## src/rtl/uart_pkg.sv

```systemverilog
// Shared types and constants for the panel UART transmitter and the future receiver.
package uart_pkg;

    typedef enum logic [2:0] {
        IDLE,
        START,
        DATA,
        PARITY,
        STOP
    } tx_state_t;

    localparam logic [1:0] PAR_NONE = 2'b00;
    localparam logic [1:0] PAR_EVEN = 2'b01;
    localparam logic [1:0] PAR_ODD  = 2'b10;

    localparam int unsigned MIN_WORD_LEN = 5;
    localparam int unsigned MIN_BAUD_DIV = 2;

endpackage

```

## src/rtl/uart_baud_gen.sv

```systemverilog
// Bit timer: counts 0..div-1 and pulses tick on the wrap cycle; clr holds it at 0.
module uart_baud_gen #(
    parameter int unsigned DIV_W = 16
) (
    input  logic             clk,
    input  logic             rst,
    input  logic             clr,
    input  logic [DIV_W-1:0] div,
    output logic             tick
);

    logic [DIV_W-1:0] cnt;

    assign tick = !clr && (cnt >= div - DIV_W'(1));

    always_ff @(posedge clk or negedge rst) begin
        if (!rst) begin
            cnt <= '0;
        end else if (clr || tick) begin
            cnt <= '0;
        end else begin
            cnt <= cnt + DIV_W'(1);
        end
    end

endmodule

```

## src/rtl/uart_tx_cfg.sv

```systemverilog
// Runtime-configurable UART transmitter (word length, parity, stop bits, baud divisor).
// Parity generation is built only when UART_TX_PARITY_EN is defined.
module uart_tx_cfg
    import uart_pkg::*;
#(
    parameter int unsigned DATA_W_MAX = 8,
    parameter int unsigned DIV_W      = 16
) (
    input  logic                  clk,
    input  logic                  rst,
    input  logic [DIV_W-1:0]      baud_div,
    input  logic [3:0]            word_len,
    input  logic                  stop2,
    input  logic [1:0]            parity_mode,
    input  logic [DATA_W_MAX-1:0] tx_data,
    input  logic                  tx_valid,
    output logic                  tx_ready,
    output logic                  txd,
    output logic                  rts,
    output logic                  busy,
    output logic                  done
);

    tx_state_t state, state_nxt;

    logic                  accept;
    logic                  tick;
    logic [3:0]            wlen_c;
    logic [DIV_W-1:0]      div_c;
    logic [DIV_W-1:0]      div_q;
    logic [3:0]            wlen_q;
    logic [3:0]            bit_idx;
    logic                  stop2_q;
    logic                  stop_cnt;
    logic [DATA_W_MAX-1:0] shreg;

    assign tx_ready = (state == IDLE);
    assign busy     = ~tx_ready;
    assign accept   = tx_valid && tx_ready;

    always_comb begin
        wlen_c = word_len;
        if (word_len < 4'(MIN_WORD_LEN)) begin
            wlen_c = 4'(MIN_WORD_LEN);
        end else if (word_len > 4'(DATA_W_MAX)) begin
            wlen_c = 4'(DATA_W_MAX);
        end
    end

    assign div_c = (baud_div < DIV_W'(MIN_BAUD_DIV)) ? DIV_W'(MIN_BAUD_DIV) : baud_div;

`ifdef UART_TX_PARITY_EN
    logic                  par_en_q;
    logic                  par_bit_q;
    logic [DATA_W_MAX-1:0] data_m;

    // Parity covers only the bits that will actually be shifted out.
    always_comb begin
        data_m = '0;
        for (int unsigned i = 0; i < DATA_W_MAX; i++) begin
            if (i < 32'(wlen_c)) begin
                data_m[i] = tx_data[i];
            end
        end
    end

    always_ff @(posedge clk or negedge rst) begin
        if (!rst) begin
            par_en_q  <= 1'b0;
            par_bit_q <= 1'b0;
        end else if (accept) begin
            par_en_q  <= (parity_mode == PAR_EVEN) || (parity_mode == PAR_ODD);
            par_bit_q <= (^data_m) ^ (parity_mode == PAR_ODD);
        end
    end
`else
    logic unused_parity;
    assign unused_parity = ^parity_mode;
`endif

    uart_baud_gen #(
        .DIV_W (DIV_W)
    ) u_baud (
        .clk  (clk),
        .rst  (rst),
        .clr  (tx_ready),
        .div  (div_q),
        .tick (tick)
    );

    always_ff @(posedge clk or negedge rst) begin
        if (!rst) begin
            state <= IDLE;
        end else begin
            state <= state_nxt;
        end
    end

    always_ff @(posedge clk or negedge rst) begin
        if (!rst) begin
            div_q    <= '0;
            wlen_q   <= '0;
            stop2_q  <= 1'b0;
            bit_idx  <= '0;
            stop_cnt <= 1'b0;
            shreg    <= '0;
        end else if (accept) begin
            div_q    <= div_c;
            wlen_q   <= wlen_c;
            stop2_q  <= stop2;
            bit_idx  <= '0;
            stop_cnt <= 1'b0;
            shreg    <= tx_data;
        end else if (tick) begin
            if (state == DATA) begin
                shreg   <= shreg >> 1;
                bit_idx <= bit_idx + 4'd1;
            end
            if (state == STOP) begin
                stop_cnt <= 1'b1;
            end
        end
    end

    always_comb begin
        state_nxt = state;
        txd       = 1'b1;
        rts       = 1'b1;
        done      = 1'b0;
        case (state)
            IDLE: begin
                rts = 1'b0;
                if (tx_valid) begin
                    state_nxt = START;
                end
            end
            START: begin
                txd = 1'b0;
                if (tick) begin
                    state_nxt = DATA;
                end
            end
            DATA: begin
                txd = shreg[0];
                if (tick && (bit_idx == wlen_q - 4'd1)) begin
`ifdef UART_TX_PARITY_EN
                    state_nxt = par_en_q ? PARITY : STOP;
`else
                    state_nxt = STOP;
`endif
                end
            end
`ifdef UART_TX_PARITY_EN
            PARITY: begin
                txd = par_bit_q;
                if (tick) begin
                    state_nxt = STOP;
                end
            end
`endif
            STOP: begin
                if (tick && (!stop2_q || stop_cnt)) begin
                    state_nxt = IDLE;
                    done      = 1'b1;
                end
            end
            default: begin
                state_nxt = IDLE;
            end
        endcase
    end

endmodule

```

## config.mk

```make
export PLATFORM = sky130hd
export DESIGN_NAME = uart_tx_cfg
export DESIGN_NICKNAME = d
export VERILOG_FILES = /design/src/rtl/uart_pkg.sv /design/src/rtl/uart_baud_gen.sv /design/src/rtl/uart_tx_cfg.sv
export SDC_FILE = /design/constraint.sdc
export NUM_CORES = 1
export LEC_CHECK = 0
export CORE_UTILIZATION = 35
export CTS_CLUSTER_DIAMETER = 30
export DETAILED_ROUTE_END_ITERATION = 8
export DONT_BUFFER_PORTS = 1
export GPL_ROUTABILITY_DRIVEN = 0
export MAX_ROUTING_LAYER = met4
export SLEW_MARGIN = 15
export SYNTH_ARGS = -nofsm -noshare
export SYNTH_HDL_FRONTEND = slang
export SYNTH_SLANG_ARGS = --single-unit
```

## constraint.sdc

```tcl
create_clock -name clk -period 6.8 [get_ports clk]
set_clock_uncertainty 0.05 [all_clocks]
set_input_delay 0.68 -clock clk [delete_from_list [all_inputs] [get_ports clk]]
set_output_delay 0.68 -clock clk [all_outputs]
set_load 0.005 [all_outputs]
```

==> results.yml <==
clocking:
  clk_latency_ns: 0.31
  cts_setup_buffers: 0
  cts_tree: "built"
  cts_root_buf: "clkbuf_8"
  cts.path.max_buffers: 2
  cts-htree-levels: 2
  cts_buffers: 5
  clk_pin_slew_ns: 0.10
  postCtsResizedCells: 0
  cts_sinks: 53
timing:
  hold_viol_final: 0
  tns_ns: 0
  min_period_ns: 4.39
  timing.hold.ws_ns: 0.140
  slew_headroom_pct: 31.1
  rsz0062_at_grt: "no"
  drv_slew: 0
  fin_crit_sh_pct: 64.5
  tightest_slew_ns: 1.03
  setup-violations-final: 0
  setup_ws_ns: 2.41
  max_freq_mhz: 228
synth:
  yosysTopAreaCell: "dfrtp_1"
  synth.area.top_cells: "dfrtp_1 44%, nand2_1 10%, ha_1 8.2%, xnor2_1 5.7%, nor2_1 3.7%"
  syn_area_per_cell_um2: 9.15
  synth-seq-cells: 53
  synthFlopType: "dfrtp_1"
  synthTopCellsByCount: "84 x nand2_1, 53 x dfrtp_1, 30 x nor2_1"
  synth_most_common_cell: "nand2_1"
  syn-num-nets: 387
  synthArstFlopShare_pct: 100
  synth.top_cell.area_share_pct: 43.5
  netlist_area_um2: 3050
  ys_warn_count: 0
  post_synth_num_cell_types: 39
  synthCells: 333
  yosysSeqAreaShare_pct: 43.5
  synth_edf_count: 0
worst_setup_path:
  critPathRequiredTime_ns: 6.07
  cpPeakStageDelay_ns: 0.55
  cp_slowest_cell: "or4_1"
  cp_max_fo: 7
  start_kind: "flop"
  cp.arrival_ns: 3.66
  crit_buf_inv: 1
  crit_path_end_kind: "primary output"
  path_cells: "nor4_1 > nand2_1 > or4_1 > nor4_2 > xnor2_1 > ha_1 > nand4_1 > inv_1 > a22oi_1 > nand2_1 > and4_1"
  crit_type: "reg -> out"
  cp_common_cell: "nand2_1"
  critical-path-top-delay-family: "simple AND/OR/NAND/NOR gates"
route:
  num_vias: 2237
  wire_per_inst_um: 13.8
  via_per_inst: 5.07
  ant_nets: 0
  first_pass_iters: 4
  routed_wl_mm: 6.10
  drtIter0Drc: 73
  drc_errors: 0
outcome:
  status: "complete, no violations"
global_routing:
  use_met3_pct: 3.75
  grt-busiest-layer: "met2"
  grtUsageTotal_pct: 15.8
  grt_remaining_overflow: 0
  grtUsageMet2_pct: 23.2
  grt_pass1_wl_mm: 10.8
  use_met1_pct: 22.0
  antenna_found_initial: 0
  grt_pass1_vias: 2251
  grt_max_degree: 44
layout:
  syn2layout_area_growth_pct: 7.39
  antennaDiodeCount: 0
  finalNetCount: 389
  drive_above_1_share_pct: 6.55
placement:
  dp_hpwl_mm: 4.54
  io_buffer_count: 0
  place_ws_ns: 2.77
floorplanning:
  fp.dieH_um: 95.3
  initial_core_util_pct: 36.5
  die-area_um2: 9090
  num_rows: 33
  io-pin-count: 39
  die_w_um: 95.3
  coreArea_um2: 8340
power_and_ir_drop:
  powerDensity_nw_per_um2: 347
  leakagePower_nw: 1.52
  peakVddDrop_uv: 144
hold_path:
  worstHoldPathType: "in -> async"
job:
  drv_cap: 0
==> metrics by stage <==
stage | utilization [%] | total power [W] | instance area [um^2] | instances
2_1_floorplan | - | 0.000860 | 3050 | 333
3_3_place_gp | 37.7 | 0.000934 | 3150 | 431
3_5_place_dp | 37.7 | 0.000954 | 3150 | 431
4_1_cts | 39.1 | 0.00115 | 3260 | 440
5_1_grt | 39.2 | 0.00125 | 3270 | 441
6_report | 39.2 | 0.00114 | 3270 | 441
==> flip-flops by register name, indices dropped and copies added, names as in the netlist <==
signal and flops:
div_q 16, wlen_q 4, stop_cnt 1, shreg 8
u_baud.cnt 16, state 3, bit_idx 4, stop2_q 1
==> path summary, 6_finish.rpt <==
path,from,endpoint,slack (ns),cells past startpoint
min in group clk,word_len[3],wlen_q[3],0.41,2
max,div_q[3],done,2.41,11
min reg2reg,stop2_q,stop2_q,0.45,2
min,rst,u_baud.cnt[4],0.14,1
max in group asynchronous,rst,u_baud.cnt[15],5.64,1
max reg2reg,div_q[3],shreg[2],2.98,12
==> layout make-up <==
class                   count  area (um^2)
inverters                   8         30.0
fillers                   880         5070
clock buffers               5         68.8
flip-flops and latches     53         1330
clock inverters             3         21.3
well taps                 105          131
multi-input cells         265         1660
repair buffers              2         37.5
==> what timing repair did <==
action | in CTS | in global routing
hold endpoints to repair | 43 | 10
setup endpoints to repair | 0 | 0
hold buffers | 1 | 1
==> cells by family after synthesis <==
logic type | share of synthesized area, %
AOI/OAI and AO/OA | 9.81
xor gates and xnor gates | 8.91
adders and majority gates | 8.21
buffers and inverters | 2.09
DFF | 43.5
muxes | 2.13
and+or+nand+nor | 25.3
==> metal layers <==
layer  share of wire, %  wire length [um]
met1                 49              2990
met2                 45              2750
met3                5.4               332
met5                  0                 0
met4               0.43                26
==> power by group <==
| part | switching (W) | total, W | internal [W] |
|---|---|---|---|
| registers | 0.0000987 | 0.000511 | 0.000412 |
| logic | 0.000238 | 0.000444 | 0.000206 |
| clock network | 0.000109 | 0.000182 | 0.0000733 |
| total | 0.000445 | 0.00114 | 0.000692 |
==> cells in the final DEF, fill, tap and decap left out, types with 2 or more instances in the layout <==
cell	n
nor2_1	30
o21ai_0	10
a21oi_1	14
ha_1	20
xor2_1	11
o221a_2	4
nor4_1	5
mux2_4	3
nand2b_1	7
nand2_1	84
nor2b_1	2
nand4_1	3
inv_1	8
clkbuf_8	5
or4_1	3
mux2i_1	2
nor3_1	9
xnor2_1	20
or3_1	7
nand3_1	6
a22o_1	3
and2_1	2
dfrtp_1	53
and3_1	6
a31o_2	2
No activity file was read; power rests on OpenSTA's default activity.
